<file path="config.mk">
export PLATFORM = sky130hd
export DESIGN_NAME = spi_reg_ctrl_flat
export DESIGN_NICKNAME = d
export VERILOG_FILES = /design/src/rtl/spi_reg_ctrl_pkg.sv /design/src/rtl/spi_reg_ctrl_if.sv /design/src/rtl/spi_reg_ctrl_req.sv /design/src/rtl/spi_reg_ctrl.sv /design/src/flat_wrapper.sv
export SDC_FILE = /design/constraint.sdc
export NUM_CORES = 1
export LEC_CHECK = 0
export CORE_UTILIZATION = 35
export CTS_CLUSTER_DIAMETER = 60
export DETAILED_ROUTE_END_ITERATION = 6
export DONT_BUFFER_PORTS = 1
export PLACE_DENSITY = 0.63
export REMOVE_ABC_BUFFERS = 1
export SLEW_MARGIN = 20
export SYNTH_ARGS = -nofsm -noshare
export SYNTH_HDL_FRONTEND = slang
export SYNTH_HIERARCHICAL = 1
export SYNTH_SLANG_ARGS = --single-unit
</file>
<file path="constraint.sdc">
create_clock -name clk -period 1.8 [get_ports clk]
set_input_delay 0.27 -clock clk [delete_from_list [all_inputs] [get_ports clk]]
set_output_delay 0.27 -clock clk [all_outputs]
set_load 0.05 [all_outputs]
</file>
<file path="src/rtl/spi_reg_ctrl_pkg.sv">
// Shared types and constants for the SPI register-access sequencer.
package spi_reg_pkg;

  typedef enum logic [1:0] {
    S_CMD   = 2'd0,
    S_WRITE = 2'd1,
    S_READ  = 2'd2
  } spi_reg_state_t;

  localparam int          CMD_RD_BIT = 7;
  localparam logic [5:0]  STATUS_SIG = 6'b101000;
  localparam logic [7:0]  TX_FILL_RD = 8'hFF;
  localparam logic [7:0]  TX_FILL_WR = 8'h00;

  function automatic logic [7:0] status_byte(input logic wr_drop, input logic rd_under);
    return {STATUS_SIG, wr_drop, rd_under};
  endfunction

endpackage

</file>
<file path="src/rtl/spi_reg_ctrl_if.sv">
// Register bus with req/ack handshake between the sequencer and the register file.
interface spi_reg_ctrl_if;
  logic       reg_req;
  logic       reg_we;
  logic [6:0] reg_addr;
  logic [7:0] reg_wdata;
  logic       reg_ack;
  logic [7:0] reg_rdata;

  modport master (output reg_req, reg_we, reg_addr, reg_wdata, input reg_ack, reg_rdata);
  modport slave  (input reg_req, reg_we, reg_addr, reg_wdata, output reg_ack, reg_rdata);
endinterface

</file>
<file path="src/rtl/spi_reg_ctrl_req.sv">
// Request holder: latches one access on an issue pulse and keeps it on the bus until ack.
module spi_reg_req (
  input  logic           clk,
  input  logic           rst,
  input  logic           issue,
  input  logic           issue_we,
  input  logic [6:0]     issue_addr,
  input  logic [7:0]     issue_wdata,
  output logic           done,
  spi_reg_ctrl_if.master bus
);

  assign done = bus.reg_req & bus.reg_ack;

  // Request/attribute registers; attributes only change when a new access is issued.
  always_ff @(posedge clk or negedge rst) begin
    if (!rst) begin
      bus.reg_req   <= 1'b0;
      bus.reg_we    <= 1'b0;
      bus.reg_addr  <= 7'd0;
      bus.reg_wdata <= 8'd0;
    end else if (issue) begin
      bus.reg_req   <= 1'b1;
      bus.reg_we    <= issue_we;
      bus.reg_addr  <= issue_addr;
      bus.reg_wdata <= issue_wdata;
    end else if (done) begin
      bus.reg_req   <= 1'b0;
    end
  end

endmodule

</file>
<file path="src/rtl/spi_reg_ctrl.sv">
// Command decoder and byte streamer between an SPI byte slave and a req/ack register bus.
module spi_reg_ctrl
  import spi_reg_pkg::*;
#(
  parameter bit AUTO_INC = 1'b1
) (
  input  logic           clk,
  input  logic           rst,
  input  logic           spi_ss,
  input  logic           rx,
  input  logic [7:0]     rx_data,
  input  logic           tx,
  output logic [7:0]     tx_data,
  output logic           err,
  spi_reg_ctrl_if.master bus
);

  spi_reg_state_t state_r, state_s;
  logic [6:0] addr_r, addr_s, issue_addr_s;
  logic [7:0] tx_data_s, issue_wdata_s;
  logic       rd_valid_r, rd_valid_s, rd_pend_r, rd_pend_s, stale_r, stale_s;
  logic       wr_drop_r, wr_drop_s, rd_under_r, rd_under_s;
  logic       issue_s, issue_we_s, rd_need_s, absorb_s, done_s;

  spi_reg_req u_req (
    .clk         (clk),
    .rst         (rst),
    .issue       (issue_s),
    .issue_we    (issue_we_s),
    .issue_addr  (issue_addr_s),
    .issue_wdata (issue_wdata_s),
    .done        (done_s),
    .bus         (bus)
  );

  // Next-state, flag and issue logic; acks of requests left over from a deselect are absorbed.
  always_comb begin
    state_s       = state_r;
    addr_s        = addr_r;
    rd_valid_s    = rd_valid_r;
    rd_pend_s     = rd_pend_r;
    wr_drop_s     = wr_drop_r;
    rd_under_s    = rd_under_r;
    rd_need_s     = 1'b0;
    issue_s       = 1'b0;
    issue_we_s    = 1'b0;
    issue_addr_s  = addr_r;
    issue_wdata_s = rx_data;
    absorb_s      = spi_ss | stale_r;
    stale_s       = done_s ? 1'b0 : (stale_r | (spi_ss & bus.reg_req));

    if (done_s && !absorb_s) begin
      addr_s     = AUTO_INC ? (addr_r + 7'd1) : addr_r;
      rd_valid_s = (state_r == S_READ);
    end else begin
      addr_s     = addr_r;
    end

    if (spi_ss) begin
      state_s    = S_CMD;
      rd_valid_s = 1'b0;
      rd_pend_s  = 1'b0;
    end else begin
      case (state_r)
        S_CMD: begin
          if (tx) begin
            wr_drop_s  = 1'b0;
            rd_under_s = 1'b0;
          end else begin
            wr_drop_s  = wr_drop_r;
          end
          if (rx) begin
            addr_s       = rx_data[6:0];
            issue_addr_s = rx_data[6:0];
            rd_need_s    = rx_data[CMD_RD_BIT];
            state_s      = rx_data[CMD_RD_BIT] ? S_READ : S_WRITE;
          end else begin
            state_s      = S_CMD;
          end
        end
        S_WRITE: begin
          if (rx && bus.reg_req) begin
            wr_drop_s  = 1'b1;
          end else if (rx) begin
            issue_s    = 1'b1;
            issue_we_s = 1'b1;
          end else begin
            issue_s    = 1'b0;
          end
        end
        S_READ: begin
          rd_need_s = rd_pend_r;
          if (tx && rd_valid_r) begin
            rd_valid_s = 1'b0;
            rd_need_s  = 1'b1;
          end else if (tx) begin
            rd_under_s = 1'b1;
          end else begin
            rd_valid_s = rd_valid_s;
          end
        end
        default: state_s = S_CMD;
      endcase
    end

    // A read that finds the bus still busy waits in rd_pend until the holder frees up.
    if (rd_need_s && !bus.reg_req) begin
      issue_s   = 1'b1;
      rd_pend_s = 1'b0;
    end else if (rd_need_s) begin
      rd_pend_s = 1'b1;
    end else begin
      rd_pend_s = rd_pend_s;
    end

    case (state_s)
      S_CMD:   tx_data_s = status_byte(wr_drop_s, rd_under_s);
      S_WRITE: tx_data_s = TX_FILL_WR;
      S_READ: begin
        if (!rd_valid_s) begin
          tx_data_s = TX_FILL_RD;
        end else if (done_s && !absorb_s) begin
          tx_data_s = bus.reg_rdata;
        end else begin
          tx_data_s = tx_data;
        end
      end
      default: tx_data_s = status_byte(wr_drop_s, rd_under_s);
    endcase
  end

  // State and output registers.
  always_ff @(posedge clk or negedge rst) begin
    if (!rst) begin
      state_r    <= S_CMD;
      addr_r     <= 7'd0;
      rd_valid_r <= 1'b0;
      rd_pend_r  <= 1'b0;
      stale_r    <= 1'b0;
      wr_drop_r  <= 1'b0;
      rd_under_r <= 1'b0;
      tx_data    <= 8'hA0;
      err        <= 1'b0;
    end else begin
      state_r    <= state_s;
      addr_r     <= addr_s;
      rd_valid_r <= rd_valid_s;
      rd_pend_r  <= rd_pend_s;
      stale_r    <= stale_s;
      wr_drop_r  <= wr_drop_s;
      rd_under_r <= rd_under_s;
      tx_data    <= tx_data_s;
      err        <= wr_drop_r | rd_under_r;
    end
  end

endmodule
</file>
<file path="src/flat_wrapper.sv">
// flat-port wrapper written by rule: the top's interface ports become plain ports
module spi_reg_ctrl_flat import spi_reg_pkg::*;
#(
  parameter bit AUTO_INC = 1'b1
)
  (clk, rst, spi_ss, rx, rx_data, tx, tx_data, err, bus_reg_req, bus_reg_we, bus_reg_addr, bus_reg_wdata, bus_reg_ack, bus_reg_rdata);
  spi_reg_ctrl_if bus_i ();
  input  logic clk;
  input  logic rst;
  input  logic spi_ss;
  input  logic rx;
  input  logic [7:0] rx_data;
  input  logic tx;
  output logic [7:0] tx_data;
  output logic err;
  output wire logic [$bits(bus_i.reg_req)-1:0] bus_reg_req;
  output wire logic [$bits(bus_i.reg_we)-1:0] bus_reg_we;
  output wire logic [$bits(bus_i.reg_addr)-1:0] bus_reg_addr;
  output wire logic [$bits(bus_i.reg_wdata)-1:0] bus_reg_wdata;
  input wire logic [$bits(bus_i.reg_ack)-1:0] bus_reg_ack;
  input wire logic [$bits(bus_i.reg_rdata)-1:0] bus_reg_rdata;
  assign bus_reg_req = bus_i.reg_req;
  assign bus_reg_we = bus_i.reg_we;
  assign bus_reg_addr = bus_i.reg_addr;
  assign bus_reg_wdata = bus_i.reg_wdata;
  assign bus_i.reg_ack = bus_reg_ack;
  assign bus_i.reg_rdata = bus_reg_rdata;
  spi_reg_ctrl #(.AUTO_INC(AUTO_INC)) u_core (.clk(clk), .rst(rst), .spi_ss(spi_ss), .rx(rx), .rx_data(rx_data), .tx(tx), .tx_data(tx_data), .err(err), .bus(bus_i));
endmodule
</file>
==> results.ini <==
[cts]
cts.path.max_buffers = 2
path_clk_slew_ns = 0.07
clkLatencyLatePin_ns = 0.29
clock-sinks = 40
cts_tree = yes
cts_buffers = 5
htreeDepth = 2
cts-root-buf = clkbuf_8

[placement]
dp_hpwl_microns = 2791
place_inst = 256
place_congestion = 0.7532
portBuffers = 0

[sta]
whs_ns = 0.1214
rsz0062_at_grt = yes
worst_pin_slew_ns = 0.5014
finalHoldViolations = 0
drv_slew = 0
relSlewSlack_pct = 66.57
setup_violations = 0
fin_tns_setup_ns = 0
clock_skew_ns = 0.006813
min_period_over_period_pct = 99.89
max_freq_mhz = 556.2
fin_crit_ns = 1.798

[setup_path]
worstPathArrival_ns = 1.97
critical_path_class = reg2reg
cp_slowest_cell = dfrtp_1
cp_cell_sequence = nor2b_4 -> a2111oi_4 -> buf_4 -> nor2_2 -> nor2_4 -> buf_8 -> mux2_4
crit_family = flip-flops
crit_fanout = 8
reg2reg_slack_ns = 0.002
cp.required_ns = 1.97
cp-end-kind = flop
startpoint_type = flop
critPathBufInv = 2
max_stage_delay_ns = 0.38

[routing]
firstDrtPassIters = 4
drc = 0
routed_via_density = 5.137
ant_nets = 0
wl_per_cell_microns = 15.70
drtIter0Drc = 70
via_count = 1387
wl_microns = 4240

[grt]
antenna_found_initial = 0
met1_usage_pct = 20.32
grt-busiest-layer = met2
use_met3_pct = 3.353
grt_max_degree = 41
gr-total-overflow = 0
grt_use_total_pct = 14.89
grt_pass1_vias = 1395
grtUsageMet2_pct = 22.61
grt_pass1_wl_microns = 6782

[logic_synthesis]
synth_top_family_by_area = simple AND/OR/NAND/NOR gates
synthArstFlopShare_pct = 100.0
ys_ff_latch = 40
ys_types = 40
muxShareOfSynthArea_pct = 13.05
yosys_most_used_dff = dfrtp_1
ys_top_cells_by_area = dfrtp_1 (49%), mux2_4 (6.9%), nand2_1 (5.8%), mux2_2 (4.0%), dfstp_2 (2.7%)
synth.top_cells.by_count = dfrtp_1 (38), nand2_1 (30), inv_1 (9), mux2_4 (9), nor2_1 (9)
synth_xor_area_share_pct = 2.699
yosys_warnings = 6
yosysTopAreaCell = dfrtp_1
ys_seq_area_share_pct = 51.54
synthCells = 179
synth-compound-area-share_pct = 8.933
synth-edff-count = 0
synth_area_sq_um = 1947
yosysTopAreaCellShare_pct = 48.84
synthSimpleGateAreaFrac_pct = 17.16
postSynthAreaPerCell_sq_um = 10.88
synth.most_common_cell = dfrtp_1
synthAdderAreaFrac_pct = 1.928

[power_and_ir_drop]
p_seq_share_pct = 61.5
p_leak_uw = 0.001061
intPower_uw = 1788
power_frac_comb_pct = 19.0
power.density_nw_per_um2 = 1325
swShare_pct = 42.51
power.switching_uw = 1322
vdd_ir_drop_max_mv = 0.5326
pwr-share-clk_pct = 19.6

[floorplanning]
dieArea_sq_um = 5865
dieHeight_microns = 76.58
core_area_sq_um = 5238
initial_core_util_pct = 37.17
io_pins = 48
num_rows = 26
die_w_microns = 76.58

[final_layout]
drive_above_1_share_pct = 28.50
fin_nets = 224
n_antenna_cell = 0
final_util_pct = 44.82
stdcell_count = 270
fill_cells = 488
syn_to_final_growth_pct = 20.57

[hold_path]
hold_path_class = in2reg

[job]
maxCapViolCount = 0

[outcome]
run_status = finished clean

## path summary, 6_finish.rpt
kind | from | cells after the start | endpoint
min in group asynchronous | rst | 2 | u_core/tx_data[0]
setup / recovery | u_core/state_r[1] | 7 | u_core/u_req/bus.reg_wdata[4]
hold / removal | rx_data[0] | 2 | u_core/addr_r[0]
max in group asynchronous | rst | 2 | u_core/tx_data[7]
setup reg to reg | u_core/state_r[1] | 7 | u_core/u_req/bus.reg_wdata[4]
hold reg to reg | u_core/rd_under_r | 2 | u_core/err
## worst reg2reg max path: stages, from the launching register on
cell	delay [ns]
dfrtp_1	0.38
nor2b_4	0.14
a2111oi_4	0.32
buf_4	0.16
nor2_2	0.04
nor2_4	0.17
buf_8	0.17
mux2_4	0.30
## final cells by class
cell class              count  area, sq um  share of cell area (%)
multi-input cells         124        959.7                   40.88
inverters                   9        33.78                   1.439
repair buffers             19        172.7                   7.356
well taps                  70        87.58                   3.731
clock buffers               8        90.09                   3.838
flip-flops and latches     40         1003                   42.75
## power groups by stage
stage	combinational, uW	clock, uW	sequential, uW
floorplan	377	0	1900
detailed placement	487	0	1930
finish	590	608	1910
global route	651	668	1950
global placement	471	0	1930
CTS	546	633	1920
## kinds of logic after synthesis
kind of cell,Yosys count
and+or+nand+nor,67
DFF,40
AOI/OAI and AO/OA,28
muxes,20
buffers and inverters,15
xor gates and xnor gates,6
adders and majority gates,3
## metal layers
layer / up-vias / routed length [microns]
li1: 658 / -
met1: 694 / 2005
met2: 30 / 1934
met3: 5 / 228
met4: 0 / 72
met5: - / 0
## through the flow
step	total power (uW)	setup WS (ns)	area [sq um]
final	3109	0.001948	2347
after global routing	3266	-0.07042	2347
after CTS	3096	-0.03193	2276
after detailed placement	2420	-0.07474	2090
after global placement	2403	-0.009263	2090
after floorplan	2274	-0.7473	1889
## layout by cell type, fill, tap and decap left out, types with 3 or more instances in the layout
| master | netlist | layout |
|---|---|---|
| inv_1 | 9 | 8 |
| nand2_1 | 30 | 28 |
| nor2_1 | 9 | 6 |
| and3_1 | 4 | 4 |
| buf_4 | 0 | 14 |
| o21ai_0 | 8 | 7 |
| mux2i_1 | 4 | 4 |
| nor2b_1 | 6 | 4 |
| nor3_1 | 3 | 3 |
| xor2_1 | 5 | 5 |
| a21oi_1 | 4 | 3 |
| dfrtp_1 | 38 | 38 |
| a31oi_1 | 5 | 5 |
| clkbuf_8 | 0 | 6 |
| mux2_4 | 9 | 16 |
| nand4_1 | 5 | 5 |
## registers in the layout, summed over array words and instances, names as in the netlist
name	count
u_core/tx_data	8
u_core/u_req/bus.reg_wdata	8
u_core/addr_r	7
u_core/u_req/bus.reg_addr	7
u_core/state_r	2
u_core/err	1
u_core/rd_pend_r	1
u_core/rd_under_r	1
u_core/rd_valid_r	1
u_core/stale_r	1
u_core/u_req/bus.reg_req	1
u_core/u_req/bus.reg_we	1
u_core/wr_drop_r	1
## repair_timing
item / 4_1_cts / 5_1_grt
hold buffers: 2 / 0
hold endpoints to repair: 40 / 0
buffers inserted: 2 / 2
endpoints found under the setup margin: 21 / 21
resized for setup: 7 / 24
pin swaps: 1 / 2
gates cloned: 1 / 1
(Power assumes the default switching activity.)
